## src/rtl/irq_ctrl.sv

```systemverilog
// -----------------------------------------------------------------------------
// irq_ctrl
//
// Interrupt controller sitting in front of coprocessor-0. Six asynchronous
// interrupt pins are synchronized, their rising edges are latched as pending,
// and exactly one pending, unmasked line at a time is presented to the
// coprocessor as a clean registered one-hot level. The granted line is then
// tracked through acknowledge and end-of-interrupt.
//
// Parameters
//   NUM_IRQ      number of interrupt lines (6; other values unsupported)
//   SYNC_STAGES  synchronizer depth per line (2..3)
//
// Ports
//   clk       in   system clock, all logic on posedge
//   rst       in   synchronous active-high reset
//   irq_in    in   [5:0] raw asynchronous interrupt pins, active-high
//   mask      in   [5:0] per-line enable (Status[15:10]), 1 = enabled
//   ie        in   global interrupt enable (Status[0])
//   exl       in   exception level, 1 = handler active (blocks new grants)
//   ack       in   one-cycle pulse: granted interrupt taken
//   eoi       in   one-cycle end-of-interrupt strobe
//   eoi_id    in   [2:0] line being retired by eoi
//   irq_out   out  [5:0] registered one-hot grant, 0 when nothing granted
//   irq_id    out  [2:0] index of the granted / in-service line
//   busy      out  high while in REQ or SERVICE
//   pending   out  [5:0] latched pending bits
//   missed    out  [7:0] saturating count of edges lost on pending lines
//
// Handshake: irq_out is a level held for as long as the request stands. A
// request is consumed only by ack sampled high while in REQ; it can be
// withdrawn (pending bit kept) if its mask bit or ie drops first. ack outside
// REQ and eoi outside SERVICE (or with a non-matching eoi_id) have no effect.
//
// Configuration macro
//   IRQ_CTRL_RR_EN  defined: round-robin arbitration with a last-served
//                   pointer (reset 5, updated on ack, search starts at
//                   pointer+1 wrapping 5->0).
//                   undefined: fixed priority, index 0 highest.
// -----------------------------------------------------------------------------
module irq_ctrl #(
  parameter int NUM_IRQ     = 6,
  parameter int SYNC_STAGES = 2
) (
  input  logic               clk,
  input  logic               rst,
  input  logic [NUM_IRQ-1:0] irq_in,
  input  logic [NUM_IRQ-1:0] mask,
  input  logic               ie,
  input  logic               exl,
  input  logic               ack,
  input  logic               eoi,
  input  logic [2:0]         eoi_id,
  output logic [NUM_IRQ-1:0] irq_out,
  output logic [2:0]         irq_id,
  output logic               busy,
  output logic [NUM_IRQ-1:0] pending,
  output logic [7:0]         missed
);

  typedef enum logic [1:0] {
    IDLE    = 2'd0,
    REQ     = 2'd1,
    SERVICE = 2'd2
  } state_t;

  state_t state_q, state_n;

  // ---------------------------------------------------------------------------
  // Synchronizer, history flop and registered edge detect.
  // The edge is registered so that a pin sampled high at edge N becomes
  // pending after edge N+SYNC_STAGES+1.
  // ---------------------------------------------------------------------------
  logic [NUM_IRQ-1:0] sync_q [SYNC_STAGES];
  logic [NUM_IRQ-1:0] hist_q;
  logic [NUM_IRQ-1:0] edge_q;

  always_ff @(posedge clk) begin
    if (rst) begin
      for (int s = 0; s < SYNC_STAGES; s++) sync_q[s] <= '0;
      hist_q <= '0;
      edge_q <= '0;
    end else begin
      sync_q[0] <= irq_in;
      for (int s = 1; s < SYNC_STAGES; s++) sync_q[s] <= sync_q[s-1];
      hist_q <= sync_q[SYNC_STAGES-1];
      edge_q <= sync_q[SYNC_STAGES-1] & ~hist_q;
    end
  end

  // ---------------------------------------------------------------------------
  // Eligibility and arbitration
  // ---------------------------------------------------------------------------
  logic [NUM_IRQ-1:0] eligible;
  logic               win_found;
  logic [2:0]         win_id;

  assign eligible = pending & mask & {NUM_IRQ{ie & ~exl}};

`ifdef IRQ_CTRL_RR_EN
  logic [2:0] ptr_q;

  // Search order starts just after the last-served line and wraps.
  always_comb begin
    int idx;
    win_found = 1'b0;
    win_id    = 3'd0;
    idx       = 0;
    for (int k = 1; k <= NUM_IRQ; k++) begin
      idx = (int'(ptr_q) + k) % NUM_IRQ;
      if (!win_found && eligible[idx]) begin
        win_found = 1'b1;
        win_id    = 3'(idx);
      end
    end
  end
`else
  // Fixed priority: scanning downward leaves the lowest eligible index.
  always_comb begin
    win_found = 1'b0;
    win_id    = 3'd0;
    for (int i = NUM_IRQ - 1; i >= 0; i--) begin
      if (eligible[i]) begin
        win_found = 1'b1;
        win_id    = 3'(i);
      end
    end
  end
`endif

  // ---------------------------------------------------------------------------
  // FSM next-state logic
  // ---------------------------------------------------------------------------
  logic [NUM_IRQ-1:0] id_onehot;
  logic [NUM_IRQ-1:0] clr;
  logic [2:0]         id_n;
  logic               take;

  assign id_onehot = NUM_IRQ'(1) << irq_id;

  always_comb begin
    state_n = state_q;
    id_n    = irq_id;
    clr     = '0;
    take    = 1'b0;
    case (state_q)
      IDLE: begin
        if (win_found) begin
          state_n = REQ;
          id_n    = win_id;
        end
      end
      REQ: begin
        // ack has priority over a simultaneous withdraw; exl does not withdraw.
        if (ack) begin
          state_n = SERVICE;
          clr     = id_onehot;
          take    = 1'b1;
        end else if (((id_onehot & mask) == '0) || !ie) begin
          state_n = IDLE;
        end
      end
      SERVICE: begin
        if (eoi && (eoi_id == irq_id)) state_n = IDLE;
      end
      default: state_n = IDLE;
    endcase
  end

  // ---------------------------------------------------------------------------
  // Pending / missed bookkeeping.
  // A new edge overrides the clear from ack on the same line, and such an
  // edge is not counted as missed since the bit was being consumed.
  // ---------------------------------------------------------------------------
  logic [NUM_IRQ-1:0] pending_n;
  logic [NUM_IRQ-1:0] miss_vec;
  logic [8:0]         missed_sum;
  logic [7:0]         missed_n;

  always_comb begin
    pending_n  = (pending & ~clr) | edge_q;
    miss_vec   = edge_q & pending & ~clr;
    missed_sum = 9'(missed) + 9'($countones(miss_vec));
    missed_n   = (missed_sum > 9'd255) ? 8'hFF : missed_sum[7:0];
  end

  // ---------------------------------------------------------------------------
  // State and registered outputs
  // ---------------------------------------------------------------------------
  always_ff @(posedge clk) begin
    if (rst) begin
      state_q <= IDLE;
      irq_id  <= 3'd0;
      irq_out <= '0;
      busy    <= 1'b0;
      pending <= '0;
      missed  <= 8'd0;
    end else begin
      state_q <= state_n;
      irq_id  <= id_n;
      irq_out <= (state_n == REQ) ? (NUM_IRQ'(1) << id_n) : '0;
      busy    <= (state_n != IDLE);
      pending <= pending_n;
      missed  <= missed_n;
    end
  end

`ifdef IRQ_CTRL_RR_EN
  always_ff @(posedge clk) begin
    if (rst)       ptr_q <= 3'd5;
    else if (take) ptr_q <= irq_id;
  end
`else
  // take only drives the round-robin pointer; nothing to update here.
  logic unused_take;
  assign unused_take = take;
`endif

endmodule

```

## config.mk

```make
export PLATFORM = sky130hd
export DESIGN_NAME = irq_ctrl
export DESIGN_NICKNAME = d
export VERILOG_FILES = /design/src/rtl/irq_ctrl.sv
export SDC_FILE = /design/constraint.sdc
export NUM_CORES = 1
export LEC_CHECK = 0
export ABC_AREA = 1
export CELL_PAD_IN_SITES_DETAIL_PLACEMENT = 0
export CELL_PAD_IN_SITES_GLOBAL_PLACEMENT = 1
export CORE_AREA = 4 4 85 87
export DETAILED_ROUTE_END_ITERATION = 7
export DIE_AREA = 0 0 89 91
export GPL_TIMING_DRIVEN = 0
export HOLD_SLACK_MARGIN = 0.03
export PLACE_DENSITY_LB_ADDON = 0.1
export SYNTH_ARGS = -nofsm -noshare
export SYNTH_HDL_FRONTEND = slang
export SYNTH_SLANG_ARGS = --single-unit
```

## constraint.sdc

```tcl
create_clock -name clk -period 3.65 [get_ports clk]
set_input_delay 0.9125 -clock clk [delete_from_list [all_inputs] [get_ports clk]]
set_output_delay 0.9125 -clock clk [all_outputs]
set_load 0.005 [all_outputs]
```

==> metrics.yaml, run 1 <==
synthesis.yosys.warnings: 0
regToRegSetupSlack_ns: 0.16
post-route-min-period_ns: 3.55
yosys.area_share.adder_pct: 5.66
busiest_layer: "met2"
min-delay-path-class: "register to register"
synth_xor_area_share_pct: 2.53
setup.worst_path.end_class: "register"
worst_slew_pin_slew_ns: 0.545
layout-area-overhead-vs-synth_pct: 35.5
synth.area.top_cells: "sky130_fd_sc_hd__dfxtp_1, sky130_fd_sc_hd__nand2_1, sky130_fd_sc_hd__inv_1"
finalSetupViolations: 0
syn-mean-instance-area_um2: 7.84
antenna_cells: 0
synth_top_family_by_area: "simple AND/OR/NAND/NOR gates"
comb_power_share_pct: 8.2
cts.clk_slew.worst_paths_ns: 0.09
synth_cells: 265
post_synthesis_sequential_element_count: 50
result_of_the_run: "finished clean"
clock_sinks: 50
clock.fmax_mhz: 282
num_vias: 1773
synth_area_leader_cell: "sky130_fd_sc_hd__dfxtp_1"
replace_congestion: 0.762
cell_internal_pwr_uw: 807
postSynthNetCount: 293
hold_path.startpoint: "hist_q[3]"
clock_path_buffers: 2
fillerInstances: 664
ff2ff_path_depth: 18
synthDistinctLibCells: 29
cp_max_fo: 6
synth_compound_area_share_pct: 5.90
floorplan.initialDensity_pct: 32.7
final_net_count: 351
timing.hold.worst_path_depth: 1
grt_first_pass_wirelength_um: 7920
core.rowCount: 29
slew_headroom_pct: 63.7
final.period_utilization_pct: 97.2
grt_setup_unrepaired: "true"
finish.utilization_pct: 44.3
die_area_um2: 8100
global_route_met2_usage_pct: 19.2
proportion_of_layout_cells_with_a_drive_suffix_above_1_pct: 11.7
p_switching_uw: 220
use_met1_pct: 16.5
pwr_density_cell_nw_per_um2: 365
maxSlewViolCount: 0
global_route_met3_utilization_pct: 3.53
report.power.total_uw: 1030
detail_route.drc_violations: 0
clock_latency_ns: 0.30
type_of_element_launching_the_critical_path: "primary input"
firstDrtPassIters: 4
overflow: 0
fin_setup_tns_ns: 0
cts-root-buf: "sky130_fd_sc_hd__clkbuf_8"
clock_power_share_pct: 36.7
critical_path.reg2reg.endpoint: "missed[3]"
cp_data_arrival_time_ns: 3.80
grtUsageTotal_pct: 12.4
drt-wirelength-per-cell_um: 11.9
antenna_found_initial: 0
post_cts_hold_buffer_count: 0
yosysSeqAreaShare_pct: 48.2
die_w_um: 89
drt-vias-per-instance: 4.42
numCtsBuffers: 5
worstHoldEndpoint: "edge_q[3]"
startpoint_of_the_lowest_slack_register_to_register_path: "state_q[0]"
buffer_ports.inserted: 43
timing.clock.skew_ns: 0.00980
pin_count_of_the_biggest_net_entering_global_routing: 15
register_area_um2: 1000
ios: 45
postRouteAntennaNets: 0
first_iter_violations: 66
detailedPlacementHpwl_um: 3610
worst_ir_drop_vdd_uv: 273
required_time_of_the_critical_path_ns: 3.90
cts_max_level: 2
cellLeakagePower_uw: 0.00120
netlist_area_um2: 2080
number_of_global_route_vias_before_repair: 1708
synth_mux_area_share_pct: 0
tritoncts: "yes"
detail_route.wirelength_um: 4770
area_of_the_multi_input_gates_um2: 898
coreArea_um2: 6350
synth_top_area_share_pct: 48.2
drv_cap: 0
power.share.switching_pct: 21.4
whs_ns: 0.391
post_synth_simple_gate_area_pct: 27.4
power_frac_seq_pct: 55.1
worst-setup-path-type: "primary input to register"
timing.final.hold_violations: 0
height_of_the_die_um: 91
## flip-flops by register name, indices dropped and copies added (netlist names)
register and cells:
edge_q 6, irq_out 6, state_q 2, busy 1
sync_q 12, irq_id 3, pending 6, missed 8
hist_q 6
## what timing repair did
| action | CTS | global route |
|---|---|---|
| resized for setup | 8 | 9 |
| pin swaps | 11 | 12 |
| setup endpoints to repair | 8 | 8 |
| buffers inserted | 6 | 2 |
## routing by layer
metal / wire, um / part of all wire, %
met5: 0 / 0
met4: 59 / 1.2
met3: 266 / 5.6
met2: 2130 / 45
met1: 2320 / 49
## power groups by stage
stage / clock (uW) / sequential, uW / combinational [uW]
final: 376 / 565 / 84.6
after global routing: 419 / 568 / 94.8
after CTS: 395 / 566 / 83.3
after detailed placement: 0 / 578 / 83.1
after global placement: 0 / 578 / 82.6
after floorplan: 0 / 577 / 40.0
## worst max-delay path, cell delays in order
cell and delay, ns:
sky130_fd_sc_hd__buf_8 0.07, sky130_fd_sc_hd__inv_4 0.03, sky130_fd_sc_hd__nor2_4 0.12, sky130_fd_sc_hd__nand4_1 0.10, sky130_fd_sc_hd__nand2_1 0.10, sky130_fd_sc_hd__nor2_2 0.05, sky130_fd_sc_hd__fa_1 0.45, sky130_fd_sc_hd__fa_1 0.55
sky130_fd_sc_hd__fa_2 0.22, sky130_fd_sc_hd__inv_2 0.04, sky130_fd_sc_hd__fa_2 0.34, sky130_fd_sc_hd__o21ai_2 0.15, sky130_fd_sc_hd__nand2_2 0.10, sky130_fd_sc_hd__nor3b_4 0.27, sky130_fd_sc_hd__nand2_4 0.12, sky130_fd_sc_hd__nand2_1 0.07
sky130_fd_sc_hd__nand2_1 0.04, sky130_fd_sc_hd__inv_1 0.05
## cells in the final DEF, fill, tap and decap left out, types with 4 or more instances in the layout
cell,n
sky130_fd_sc_hd__dfxtp_1,50
sky130_fd_sc_hd__nand2_1,49
sky130_fd_sc_hd__clkdlybuf4s50_1,42
sky130_fd_sc_hd__inv_1,41
sky130_fd_sc_hd__nor2_1,37
sky130_fd_sc_hd__a21oi_1,12
sky130_fd_sc_hd__nand3_1,11
sky130_fd_sc_hd__nand4_1,9
sky130_fd_sc_hd__nor3_1,8
sky130_fd_sc_hd__buf_4,8
sky130_fd_sc_hd__clkbuf_1,7
sky130_fd_sc_hd__clkbuf_8,5
sky130_fd_sc_hd__xnor2_1,4
## kinds of logic after synthesis
kind of cell / count (synthesis)
fa+ha+maj: 7
xor+xnor: 6
buf+inv: 52
simple gates: 128
compound gates: 22
flops: 50
## per-stage QoR
stage          std cells  worst slack (ns)  instance area [um^2]
2_1_floorplan        265          0.000626                  2080
3_3_place_gp         385            -0.783                  2610
3_5_place_dp         385            -0.823                  2610
4_1_cts              399            0.0179                  2760
5_1_grt              401           -0.0357                  2810
6_report             401             0.101                  2810
## cell type report
cell class / count / share of cell area, %
flip-flops and latches: 50 / 35.6
clock inverters: 1 / 1.07
clock buffers: 7 / 2.71
plain buffers: 8 / 1.65
well taps: 77 / 3.42
repair buffers: 51 / 17.6
inverters: 44 / 6.05
multi-input cells: 163 / 31.9
## cell usage after synthesis, drive strengths merged
cell type and n:
ha 3, nor3b 1, nand4 9, xnor2 4
nor2 41, a31oi 1, nand2 53, nor3 10
or2 2, inv 44, a21o 2, buf 3
a21oi 14, fa 4, clkbuf 5, nand3b 1
xor2 2, a21boi 1, o21ai 4, dfxtp 50
nand3 11
## worst max path at each step
stage                            to  slack, ns  startpoint  cells after the start
final                     missed[3]       0.10         ack                     18
after global routing      missed[3]      -0.04         ack                     18
after CTS                 missed[3]       0.02         ack                     18
after detailed placement  missed[3]      -0.82         ack                     18
after global placement    missed[3]      -0.78         ack                     18
after floorplan           missed[3]     0.0006         ack                     17
(Power assumes the default switching activity.)
==> run 2: changes to the inputs <==
CAP_MARGIN = 20   (was unset)
==> results of run 2 <==
Final layout, timing and power as in run 1 (identical DEF).
==> run 3: changes to the inputs <==
CORE_AREA = 2 2 83 85   (was 4 4 85 87)
DIE_AREA = 0 0 85 87   (was 0 0 89 91)
SETUP_SLACK_MARGIN = 0.3   (was unset)
==> metrics.yaml, run 3 (synthesized netlist as in run 1, its figures left out) <==
pin_count_of_the_biggest_net_entering_global_routing: 17  # was 15
num_vias: 1756  # was 1,773
setup.worst_path.end_class: "register"  # unchanged
post-route-min-period_ns: 3.52  # was 3.55 ns
drt-wirelength-per-cell_um: 11.2  # was 11.9 um
cts.clk_slew.worst_paths_ns: 0.09  # about the same
numCtsBuffers: 5  # unchanged
final.setup.worst_slack_ns: 0.125  # was 0.101 ns
pwr_density_cell_nw_per_um2: 348  # was 365 nW/um^2
cellLeakagePower_uw: 0.00120  # about the same
overflow: 0  # unchanged
layout-area-overhead-vs-synth_pct: 36.9  # was 35.5%
type_of_element_launching_the_critical_path: "primary input"  # unchanged
die_area_um2: 7400  # was 8100 um^2
maxSlewViolCount: 0  # unchanged
grt_first_pass_wirelength_um: 7810  # was 7920 um
biggestRegsByFlops: "sync_q (12), missed (8)"  # unchanged
timing.final.hold_violations: 0  # unchanged
finalSetupViolations: 0  # unchanged
detailedPlacementHpwl_um: 3420  # was 3610 um
min-delay-path-class: "register to register"  # unchanged
floorplan.initialDensity_pct: 31.6  # was 32.7%
clock_latency_ns: 0.30  # about the same
fillerInstances: 679  # was 664
instances_no_fill: 404  # was 401
timing.clock.skew_ns: 0.0103  # was 0.00980 ns
cts-root-buf: "sky130_fd_sc_hd__clkbuf_8"  # unchanged
p_switching_uw: 233  # was 220 uW
proportion_of_layout_cells_with_a_drive_suffix_above_1_pct: 14.2  # was 11.7%
cp_data_arrival_time_ns: 3.78  # was 3.80 ns
die_w_um: 85  # was 89 um
firstDrtPassIters: 4  # unchanged
clock_sinks: 50  # unchanged
coreArea_um2: 6570  # was 6350 um^2
grtUsageTotal_pct: 13.4  # was 12.4%
worst_slew_pin_slew_ns: 0.603  # was 0.545 ns
final.period_utilization_pct: 96.6  # was 97.2%
height_of_the_die_um: 87  # was 91 um
worst-setup-path-type: "primary input to register"  # unchanged
clock_path_buffers: 2  # unchanged
cell_internal_pwr_uw: 758  # was 807 uW
detail_route.wirelength_um: 4540  # was 4770 um
largest-register: "sync_q"  # unchanged
layout.cells.most_common: "sky130_fd_sc_hd__dfxtp_1"  # unchanged
worst_ir_drop_vdd_uv: 203  # was 273 uV
comb_power_share_pct: 8.6  # was 8.2%
clock_power_share_pct: 34.3  # was 36.7%
antenna_cells: 0  # unchanged
replace_congestion: 0.769  # was 0.762
antenna_found_initial: 0  # unchanged
slew_headroom_pct: 59.8  # was 63.7%
report.power.total_uw: 990  # was 1030 uW
first_iter_violations: 59  # was 66
power.share.switching_pct: 23.5  # was 21.4%
power_frac_seq_pct: 57.1  # was 55.1%
cp_max_fo: 6  # unchanged
final_area_um2: 2840  # was 2810 um^2
clock.fmax_mhz: 284  # was 282 MHz
ios: 45  # unchanged
core.rowCount: 30  # was 29
required_time_of_the_critical_path_ns: 3.91  # was 3.90 ns
placed_insts: 388  # was 385
grt_setup_unrepaired: "true"  # unchanged
cts_max_level: 2  # unchanged
postRouteAntennaNets: 0  # unchanged
drt-vias-per-instance: 4.35  # was 4.42
buffer_ports.inserted: 43  # unchanged
final_net_count: 351  # unchanged
dpl-instance-area_um2: 2630  # was 2610 um^2
dp_worst_setup_slack_ns: -0.811  # was -0.823 ns
detail_route.drc_violations: 0  # unchanged
number_of_global_route_vias_before_repair: 1593  # was 1,708
result_of_the_run: "finished clean"  # unchanged
fin_setup_tns_ns: 0  # unchanged
layout_common_cells: "sky130_fd_sc_hd__dfxtp_1, sky130_fd_sc_hd__nand2_1, sky130_fd_sc_hd__clkdlybuf4s50_1"  # unchanged
number_of_flip_flops_under_the_largest_register_name: 12  # unchanged
drv_cap: 0  # unchanged
tritoncts: "yes"  # unchanged
run 3: cell types whose count changed in the layout (fill, tap and decap cells not counted), moves of 2 or more:
cell                       before  now
sky130_fd_sc_hd__nand2_2        3    5
sky130_fd_sc_hd__clkbuf_1       7    5
sky130_fd_sc_hd__a21oi_2        2    6
sky130_fd_sc_hd__a21oi_1       12    8
sky130_fd_sc_hd__nand2_1       49   47
run 3: critical path: stages:
cell	delay, ns
sky130_fd_sc_hd__buf_8	0.09
sky130_fd_sc_hd__inv_8	0.03
sky130_fd_sc_hd__nor2_4	0.13
sky130_fd_sc_hd__nand4_1	0.11
sky130_fd_sc_hd__nand2_2	0.09
sky130_fd_sc_hd__nor2_2	0.04
sky130_fd_sc_hd__fa_1	0.45
sky130_fd_sc_hd__fa_1	0.53
sky130_fd_sc_hd__fa_2	0.22
sky130_fd_sc_hd__inv_2	0.04
sky130_fd_sc_hd__fa_2	0.35
sky130_fd_sc_hd__o21ai_2	0.15
sky130_fd_sc_hd__nand2_2	0.09
sky130_fd_sc_hd__nor3b_4	0.25
sky130_fd_sc_hd__nand2_4	0.13
sky130_fd_sc_hd__nand2_2	0.07
sky130_fd_sc_hd__nand2_1	0.04
sky130_fd_sc_hd__inv_1	0.05
run 3: power groups by stage:
stage | clock (uW) | sequential, uW | combinational (uW)
after floorplan | 0 | 577 | 40.5
after global placement | 0 | 578 | 84.0
after detailed placement | 0 | 578 | 83.8
after CTS | 358 | 565 | 85.7
after global routing | 380 | 567 | 96.4
final | 340 | 565 | 85.0
run 3: per-layer routing:
| metal | global-route usage [%] | wire length (um) | up-vias |
|---|---|---|---|
| li1 | - | - | 930 |
| met1 | 18.4 | 2200 | 781 |
| met2 | 20.6 | 2030 | 40 |
| met3 | 3.51 | 243 | 5 |
| met4 | 4.33 | 64 | 0 |
| met5 | 0 | 0 | - |
run 3: timing repair:
| item | CTS | global route |
|---|---|---|
| buffers inserted | 8 | 0 |
| pin swaps | 8 | 8 |
| gates resized for setup | 14 | 9 |
| setup endpoints to repair | 8 | 8 |
| hold buffers | 0 | 0 |
run 3: cell type report:
cell class | count | area [um^2] | area share (%)
plain buffers | 8 | 46.3 | 1.63
clock buffers | 6 | 82.6 | 2.90
clock inverters | 2 | 16.3 | 0.572
inverters | 44 | 175 | 6.16
multi-input cells | 163 | 923 | 32.5
flip-flops and latches | 50 | 1000 | 35.2
well taps | 80 | 100 | 3.52
repair buffers | 51 | 499 | 17.6
run 3: worst paths after layout:
| check | slack [ns] | depth (start not counted) | to | from |
|---|---|---|---|---|
| worst max-delay path | 0.13 | 18 | missed[3] | ack |
| worst min-delay path | 0.39 | 1 | edge_q[5] | hist_q[5] |
| worst max register to register | 0.19 | 18 | missed[3] | state_q[0] |
| worst min register to register | 0.39 | 1 | edge_q[5] | hist_q[5] |
run 3: metrics by stage:
stage                     hold WS, ns  utilization, %
after floorplan                 0.373               -
after global placement          0.377            40.0
after detailed placement        0.378            40.0
after CTS                       0.392            42.8
after global routing            0.399            43.3
final                           0.388            43.3
